$ cat config.mk
export PLATFORM = sky130hd
export DESIGN_NAME = keypad_scanner
export DESIGN_NICKNAME = d
export VERILOG_FILES = /design/src/rtl/keypad_scanner.sv
export SDC_FILE = /design/constraint.sdc
export NUM_CORES = 1
export LEC_CHECK = 0
export BUFFER_PORTS_ARGS = -buffer_cell sky130_fd_sc_hd__buf_2
export CORE_ASPECT_RATIO = 0.5
export CORE_MARGIN = 1.5
export CORE_UTILIZATION = 25
export DETAILED_ROUTE_END_ITERATION = 10
export MAX_ROUTING_LAYER = met4
export PLACE_DENSITY = 0.5
export REMOVE_ABC_BUFFERS = 1
export SLEW_MARGIN = 20
export SYNTH_ARGS = -nofsm -noshare
export SYNTH_HDL_FRONTEND = slang
export SYNTH_SLANG_ARGS = --single-unit
export TNS_END_PERCENT = 100
$ cat constraint.sdc
create_clock -name clk -period 4.72 [get_ports clk]
set_input_delay 0.708 -clock clk [delete_from_list [all_inputs] [get_ports clk]]
set_output_delay 0.708 -clock clk [all_outputs]
set_load 0.01 [all_outputs]
$ cat src/rtl/keypad_scanner.sv
// keypad_scanner: scans a 4x4 active-low matrix keypad one column at a time,
// debounces over whole scans and reports accepted keys as {row, col} with a
// one-cycle key_valid strobe and a key_held level.
// Optional feature: define KEYPAD_REPEAT_EN to enable auto-repeat strobes.
module keypad_scanner #(
  parameter int SCAN_DIV       = 27000,
  parameter int DEBOUNCE_SCANS = 4,
  parameter int REPEAT_DELAY   = 500,
  parameter int REPEAT_RATE    = 100
) (
  input  logic       clk,
  input  logic       rst_n,
  input  logic [3:0] row_in,
  output logic [3:0] col_out,
  output logic [3:0] key_code,
  output logic       key_valid,
  output logic       key_held
);

  localparam int DIV_W = (SCAN_DIV > 1) ? $clog2(SCAN_DIV) : 1;
  localparam logic [DIV_W-1:0] DIV_LAST = DIV_W'(SCAN_DIV - 1);
  localparam int CNT_W = $clog2(DEBOUNCE_SCANS + 1);
  localparam logic [CNT_W-1:0] CNT_ONE  = CNT_W'(1);
  localparam logic [CNT_W-1:0] CNT_DONE = CNT_W'(DEBOUNCE_SCANS);

  typedef enum logic [1:0] {IDLE, DEBOUNCE, PRESSED, RELEASE} state_t;

  logic [3:0]       row_meta, row_sync;
  logic [DIV_W-1:0] div;
  logic [1:0]       col;
  logic             tick, scan_end;

  logic [1:0]       hits, hits_next;
  logic [3:0]       scan_key, key_next;
  logic [3:0]       row_low;
  logic [2:0]       col_hits, hit_sum;
  logic [1:0]       row_idx;
  logic             scan_hit;

  state_t           state;
  logic [3:0]       cand;
  logic [CNT_W-1:0] cnt, cnt_step;

  // Two-flop synchronizer for the asynchronous row inputs
  always_ff @(posedge clk or negedge rst_n) begin
    if (!rst_n) begin
      row_meta <= '1;
      row_sync <= '1;
    end else begin
      row_meta <= row_in;
      row_sync <= row_meta;
    end
  end

  // Column slot divider; the column advances on every tick and wraps 3->0
  always_ff @(posedge clk or negedge rst_n) begin
    if (!rst_n) begin
      div <= '0;
      col <= '0;
    end else if (tick) begin
      div <= '0;
      col <= col + 2'd1;
    end else begin
      div <= div + DIV_W'(1);
    end
  end

  assign tick     = (div == DIV_LAST);
  assign scan_end = tick && (col == 2'd3);
  assign col_out  = ~(4'b0001 << col);

  // Fold the current column's sample into the running scan result.
  // The low-bit count saturates at 2: anything above one means NONE.
  always_comb begin
    row_low  = ~row_sync;
    col_hits = {2'b00, row_low[0]} + {2'b00, row_low[1]}
             + {2'b00, row_low[2]} + {2'b00, row_low[3]};
    case (row_low)
      4'b0001: row_idx = 2'd0;
      4'b0010: row_idx = 2'd1;
      4'b0100: row_idx = 2'd2;
      4'b1000: row_idx = 2'd3;
      default: row_idx = 2'd0;
    endcase
    hit_sum   = {1'b0, hits} + col_hits;
    hits_next = (hit_sum >= 3'd2) ? 2'd2 : hit_sum[1:0];
    key_next  = (hits == 2'd0 && col_hits == 3'd1) ? {row_idx, col} : scan_key;
  end

  assign scan_hit = (hits_next == 2'd1);

  // Per-scan accumulator, cleared when the scan ends
  always_ff @(posedge clk or negedge rst_n) begin
    if (!rst_n) begin
      hits     <= '0;
      scan_key <= '0;
    end else if (scan_end) begin
      hits     <= '0;
      scan_key <= '0;
    end else if (tick) begin
      hits     <= hits_next;
      scan_key <= key_next;
    end
  end

  assign cnt_step = (cnt == CNT_DONE) ? cnt : cnt + CNT_ONE;

`ifdef KEYPAD_REPEAT_EN
  localparam int RMAX = (REPEAT_DELAY > REPEAT_RATE) ? REPEAT_DELAY : REPEAT_RATE;
  localparam int RCW  = $clog2(RMAX + 1);
  localparam logic [RCW-1:0] REP_DELAY = RCW'(REPEAT_DELAY);
  localparam logic [RCW-1:0] REP_RATE  = RCW'(REPEAT_RATE);

  logic [RCW-1:0] rep_cnt, rep_step, rep_target;
  logic           rep_phase;

  assign rep_target = rep_phase ? REP_RATE : REP_DELAY;
  assign rep_step   = (rep_cnt == rep_target) ? rep_cnt : rep_cnt + RCW'(1);
`else
  logic unused_repeat_cfg;
  assign unused_repeat_cfg = ^{REPEAT_DELAY, REPEAT_RATE};
`endif

  // Debounce/acceptance FSM, stepped once per full scan; outputs registered
  always_ff @(posedge clk or negedge rst_n) begin
    if (!rst_n) begin
      state     <= IDLE;
      cand      <= '0;
      cnt       <= '0;
      key_code  <= '0;
      key_valid <= 1'b0;
      key_held  <= 1'b0;
`ifdef KEYPAD_REPEAT_EN
      rep_cnt   <= '0;
      rep_phase <= 1'b0;
`endif
    end else begin
      key_valid <= 1'b0;
      if (scan_end) begin
        case (state)
          IDLE: begin
            if (scan_hit) begin
              cand <= key_next;
              cnt  <= CNT_ONE;
              if (DEBOUNCE_SCANS == 1) begin
                state     <= PRESSED;
                key_code  <= key_next;
                key_valid <= 1'b1;
                key_held  <= 1'b1;
              end else begin
                state <= DEBOUNCE;
              end
            end
          end
          DEBOUNCE: begin
            if (scan_hit && key_next == cand) begin
              cnt <= cnt_step;
              if (cnt_step == CNT_DONE) begin
                state     <= PRESSED;
                key_code  <= cand;
                key_valid <= 1'b1;
                key_held  <= 1'b1;
              end
            end else begin
              state <= IDLE;
              cnt   <= '0;
            end
          end
          PRESSED: begin
            if (!scan_hit) begin
`ifdef KEYPAD_REPEAT_EN
              rep_cnt   <= '0;
              rep_phase <= 1'b0;
`endif
              if (DEBOUNCE_SCANS == 1) begin
                state    <= IDLE;
                cnt      <= '0;
                key_held <= 1'b0;
              end else begin
                state <= RELEASE;
                cnt   <= CNT_ONE;
              end
            end
`ifdef KEYPAD_REPEAT_EN
            else if (key_next != cand) begin
              cand      <= key_next;
              rep_cnt   <= '0;
              rep_phase <= 1'b0;
            end else if (rep_step == rep_target) begin
              key_valid <= 1'b1;
              rep_cnt   <= '0;
              rep_phase <= 1'b1;
            end else begin
              rep_cnt <= rep_step;
            end
`endif
          end
          RELEASE: begin
            if (scan_hit) begin
              state <= PRESSED;
              cnt   <= '0;
`ifdef KEYPAD_REPEAT_EN
              cand      <= key_next;
              rep_cnt   <= '0;
              rep_phase <= 1'b0;
`endif
            end else begin
              cnt <= cnt_step;
              if (cnt_step == CNT_DONE) begin
                state    <= IDLE;
                cnt      <= '0;
                key_held <= 1'b0;
              end
            end
          end
        endcase
      end
    end
  end

endmodule

==> Word-level counts from Yosys, hierarchy flattened <==
Index checks and enable logic that the tools add are counted.
{ "totals": {"memories": 0, "rom_bits": 0, "latch_bits": 0, "elab_cells": 87, "mem_bits_rw": 0, "in_bits": 6, "ff_bits": 46} }
{ "op_classes": {"n_mux": 31, "shift": 1, "mul": 0, "bitwise_logic": 2, "n_eq_ne": 21, "reduce_logical": 12, "order_cmp": 1, "add_sub_neg": 7, "n_div": 0} }
{ "op_table": {"columns": ["operator", "count"], "rows": [
  ["$mux 2", 9],
  ["$mux 3", 6],
  ["$add 15x1->15 const B", 1],
  ["$eq 15x15->1 const B", 1],
  ["$mux 15", 1],
  ["$mux 4", 3],
  ["$ne 2x2->1 const B", 6],
  ["$pmux 3 s4", 1],
  ["$mux 1", 8],
  ["$not 4->4", 2],
  ["$pmux 2 s4", 1],
  ["$eq 2x2->1 const B", 3],
  ["$eq 3x3->1 const B", 2],
  ["$ne 3x3->1 const B", 2],
  ["$pmux 2 s3", 1],
  ["$reduce_and 3->1", 2],
  ["$reduce_and 6->1", 1],
  ["$reduce_and 5->1", 1],
  ["$eq 2x1->1 const B", 2],
  ["$eq 4x2->1 const B", 1],
  ["$eq 4x3->1 const B", 1],
  ["$eq 4x4->1", 1],
  ["$eq 4x4->1 const B", 1],
  ["$logic_not 2->1", 2],
  ["other kinds (13)", 16]
]} }

==> Longest topological paths before layout <==
{ "logic_depth": {"depth_word": 12, "mapped_depth": 11, "depth_no_buf": 11} }

==> Worst setup path after synthesis <==
No wires, ideal clock.
{ "synth_path": {"path_type": "register -> register", "startpoint": "reg row_sync[0]", "endpoint": "reg key_code[1]", "arrival_time_ps": 3253, "setup_time_ps": 128, "setup_slack_ps": 1339, "stages_incl_launch_ff": 12, "cell_sequence": "dfstp_2 > inv_1 > fa_1 > ha_1 > ha_1 > fa_1 > xnor2_1 > and3_1 > nand2b_1 > a21oi_1 > nand4b_1 > mux2_1"} }
{ "synth_between": {"elab_chain_cells": 10} }
{ "synth_rtl": {"columns": ["element", "line", "rtl"], "rows": [
  ["start, declared", "28", "logic [3:0] row_meta, row_sync;"],
  ["start signal, assigned", "51", "row_sync <= row_meta;"],
  ["$not 4->4 (*)", "75", "row_low = ~row_sync;"],
  ["$add 1x1->2", "76", "col_hits = {2'b00, row_low[0]} + {2'b00, row_low[1]}"],
  ["$add 2x1->3", "77", "+ {2'b00, row_low[2]} + {2'b00, row_low[3]};"],
  ["$add 3x1->3", "77", null],
  ["$add 2x3->3 or $eq 3x1->1 (tied branches)", "85, 87", null],
  ["$ge 3x2->1 or $logic_and 1x1->1 (tied branches)", "86, 87", null],
  ["$mux 2 or $mux 4 (tied branches)", "86, 87", null],
  ["$eq 2x1->1 or $eq 4x4->1 (tied branches)", "90, 156", null],
  ["$logic_and 1x1->1 (*)", "156", "if (scan_hit && key_next == cand) begin"],
  ["$reduce_and 4->1 (no source line) (*)", null, null],
  ["end signal, assigned", "147", "key_code <= key_next;"],
  ["end signal, assigned", "160", "key_code <= cand;"],
  ["end, declared", "15", "output logic [3:0] key_code,"]
]} }
Mark *: on every way between the ends. The rest lies on a longest branch, timed or not.
A chain may end at the register's enable or synchronous reset.

==> Worst setup path in the final report <==
{ "layout_path": {"startpoint": "reg row_sync[0]", "endpoint": "reg key_code[3]"} }
Same word-level chain as after synthesis.

==> results.md <==
- The smallest clock period supported by the final layout is computed as 3640 ps.
- The critical path starts at row_sync[0]$_DFF_PN1_.
- The count of buffer and inverter cells on the critical path is 1.
- The violation count after the first detailed-routing iteration is 145.
- The warning count from the yosys run is 0.
- Entering global routing, the biggest net connects 47 pins.
- The total standard cell area after synthesis is approximately 0.0024 mm^2.
- The critical path class is reg2reg.
- The clock tree from TritonCTS is yes.
- Routability-driven placement finished with a final weighted congestion of 0.810.
- In the synthesized netlist, the number of instances is 234.
- Across the VDD grid, the largest voltage drop is about 0.19 mV.
- The later pin in the worst-skew pair is clocked with a latency of 280 ps.
- Counting instances in the post-synthesis netlist gives the leading cell types as 38 x dfrtp_1, 21 x nor2_1, 19 x nand2_1, 13 x inv_1, 12 x ha_1.
- The total routing resource utilization after global routing is 0.0978.
- The average size of a mapped cell is 10.4 um^2.
- In the final routed layout, each cell accounts on average for ~12 um.
- The number of gates resized after cts is 0.
- Setup repair after global routing left no endpoint under its margin.
- The arrival time of the worst setup path is 3810 ps.
- The die footprint is 0.0104 mm^2.
- The worst-case headroom to the max-slew limit is 0.568.
- For this run, asynchronously set or reset flops after synthesis account for 1.00.
- The minimum setup slack in the final design is approximately 1100 ps.
- Timing would allow up to 275 MHz.
- The critical path required time is 4890 ps.
- The category of the worst setup path launch point is a register.
- In this run the register-to-register setup slack is 1080 ps.
- The primary flip-flop cell chosen by synthesis mapping is dfrtp_1.
- Of the post-synthesis cell area, the dominant cell type holds 0.390.
- Total power for the finished layout comes to 844 uW.
- The endpoint identified for the worst register-to-register timing path is key_code[3]$_DFFE_PN0P_.
- The kind of path behind the tightest hold check is reg2reg.
- The number of clock sinks is 46.
- The ratio of cells with drive above 1 in the final layout is 0.184.
- Yosys mapped a number of flops with a built-in enable equal to 0.
- The via count of the first global-routing pass was 1646.
- Measured on the finished design, the core utilization comes to 0.300.
- The y dimension of the die is about 73 um.
- Counting flops and latches in the post-synthesis netlist gives 46.
- The destination of the critical timing path is key_code[3]$_DFFE_PN0P_.
- The max-capacitance violation count is 0.
- Yosys mapped the design onto 52 distinct sky130hd cell types.
- Counting buffers and inverters, the worst setup path is 11 cells deep.
- The sort of element at the end of the critical path is a register.
- The count of cells in the finished layout, fillers not included, comes to 390.
- The flow ran to the end, and the final reports show no timing, DRC or antenna violations.
- The post-synthesis sequential area ratio is 0.476.
- Dividing the detail-routed via count by the number of cells gives 4.46.
- Traced cell by cell, the critical path runs through inv_1 > fa_1 > ha_1 > ha_1 > fa_1 > xnor2_1 > and3_1 > nand2b_1 > a21oi_1 > nand4b_1 > mux2_1.
- The number of placement rows is 25.
- In this run the post-CTS setup repair buffer count came out at 0.
- The power per unit of standard cell area is 297 mW/mm^2.
- Before antenna repair, the detailed router went through 4 iterations.
- Counting the buffers created by CTS gives 5.
- Buffers placed on the I/O ports in this run total 15.
- The worst reg2reg path startpoint is row_sync[0]$_DFF_PN1_.
- The number of pins with negative max-slew slack in the final report came to 0.
- The initial standard-cell utilization of the core is 0.258.
- The setup total negative slack is 0 ps.
- The number of antenna diodes is 0.
- The ratio of final minimum period to clock period is 0.771.
- The I/O pin count is 16.
- The CTS clock-pin slew for the worst setup and hold paths is 70 ps.
- The setup skew after layout is roughly 9.4 ps.
- Along the worst path, the maximum fanout reaches 7.
- The largest individual stage delay along the critical path comes from the cell dfstp_2.
- Setup violations remaining at the end of the flow were counted as 0.
- The number of hold-slack violations in the final timing report is 0.
- Counting cells, the worst reg-to-reg path comes to 11.
- No sink is reached through more buffers than the 2 on the longest clock path.
- Ranked by total cell area, the synthesized netlist is headed by dfrtp_1 39%, dfstp_2 8.6%, ha_1 6.2%.
- The total wirelength of the detailed-routed design is 4640 um.
- The slew at the pin with the worst max-slew slack is 642 ps.
- From left edge to right edge, the die measures 143 um.
- The largest total area in the synthesized netlist belongs to dfrtp_1.
- The cell with the most instances after synthesis is dfrtp_1.
- The DRC violation count after routing is 0.
- The worst slack at placement is 1060 ps.
- The clock tree synthesis step divided the H-tree into 2 levels.
- The number of antenna violations at the first check in global routing is 0.
- The cell family contributing the most delay on the critical path is adder cells.
- The delay contributed by the slowest stage of the critical path is 540 ps.
- The detailed-placement wirelength estimate is 3430 um.
- The floorplan step defined a core boundary enclosing 0.00948 mm^2.
- The via count is 1738.
- The first global-routing pass estimated about 7900 um of wire.
- The total congestion overflow is 0.
- The final net count is 274.
- Compared with the post-synthesis result, the final layout area differs by 16.5%.
- The number of cells after detailed placement is 382.
- For this design, the CTS-stage hold fixing added 0 buffers.
- In this run the remaining antenna-violating nets after routing total 0.
- In this run the static leakage power is 1.30 nW.
- The cell at the root of the clock tree is clkbuf_16.
[stage by stage]
step	hold WS, ps	area, um^2
after floorplan	345	2420
after global placement	347	2670
after detailed placement	347	2670
after CTS	353	2840
after global routing	358	2840
final	351	2840
[state kept, by name, indices dropped and copies added, names as in the netlist]
register	cells
div	15
key_valid	1
row_meta	4
col	2
state	2
key_code	4
scan_key	4
hits	2
row_sync	4
cand	4
key_held	1
cnt	3
[how the worst min path moves through the flow]
stage | end | start | slack (ps) | cells after the start
floorplan | row_sync[0]$_DFF_PN1_ | row_meta[0]$_DFF_PN1_ | 350 | 0
global placement | row_sync[0]$_DFF_PN1_ | row_meta[0]$_DFF_PN1_ | 350 | 0
detailed placement | row_sync[0]$_DFF_PN1_ | row_meta[0]$_DFF_PN1_ | 350 | 0
CTS | row_sync[2]$_DFF_PN1_ | row_meta[2]$_DFF_PN1_ | 350 | 0
global route | row_sync[2]$_DFF_PN1_ | row_meta[2]$_DFF_PN1_ | 360 | 0
finish | row_sync[2]$_DFF_PN1_ | row_meta[2]$_DFF_PN1_ | 350 | 0
[cell type report]
cell class / instances / area [um^2]
multi-input combinational: 168 / 1190
inverter: 17 / 63.8
tap: 135 / 169
sequential: 46 / 1160
clock inverter: 3 / 45.0
timing repair buffer: 16 / 85.1
clock buffer: 5 / 125
fill: 971 / 6640
[logic make-up after synthesis]
family,synth area share
AND/OR/NAND/NOR,0.218
AO/OA/AOI/OAI,0.0999
XOR/XNOR,0.0610
buffers and inverters,0.0354
multiplexers,0.0318
flip-flops,0.476
adder cells (fa/ha/maj),0.0779
[cells in the final DEF, fill, tap and decap left out, types with 2 or more instances in the layout]
cell type   instances
dfrtp_1            38
o21ai_0             5
xor2_1             11
dfstp_2             8
a22oi_1             2
ha_1               12
clkinvlp_4          2
mux2_1              5
xnor2_1             6
a21oi_1             9
nor3b_1             2
and2_1              2
nor2_1             21
nor3_1              4
buf_4               2
nand3_1            10
o21ai_1            11
fa_1                2
a31oi_1             3
nand4_1             5
buf_2              14
inv_1              13
or3_1               3
clkbuf_16           5
nand4b_1            5
or2_1               2
and3_1              3
a22o_1              2
inv_2               4
nand2_1            19
a21boi_0            2
[report_power, final]
group | switching [mW] | internal (mW)
Clock | 0.146 | 0.250
Combinational | 0.0310 | 0.0152
Sequential | 0.00187 | 0.400
[layer usage]
metal,vias up,routed length [um],track usage
met4,0,32,0.0172
met1,848,2250,0.129
met3,2,173,0.0236
met5,-,0,-
met2,33,2180,0.156
li1,855,-,-
Power figures use the tool's default switching activity.
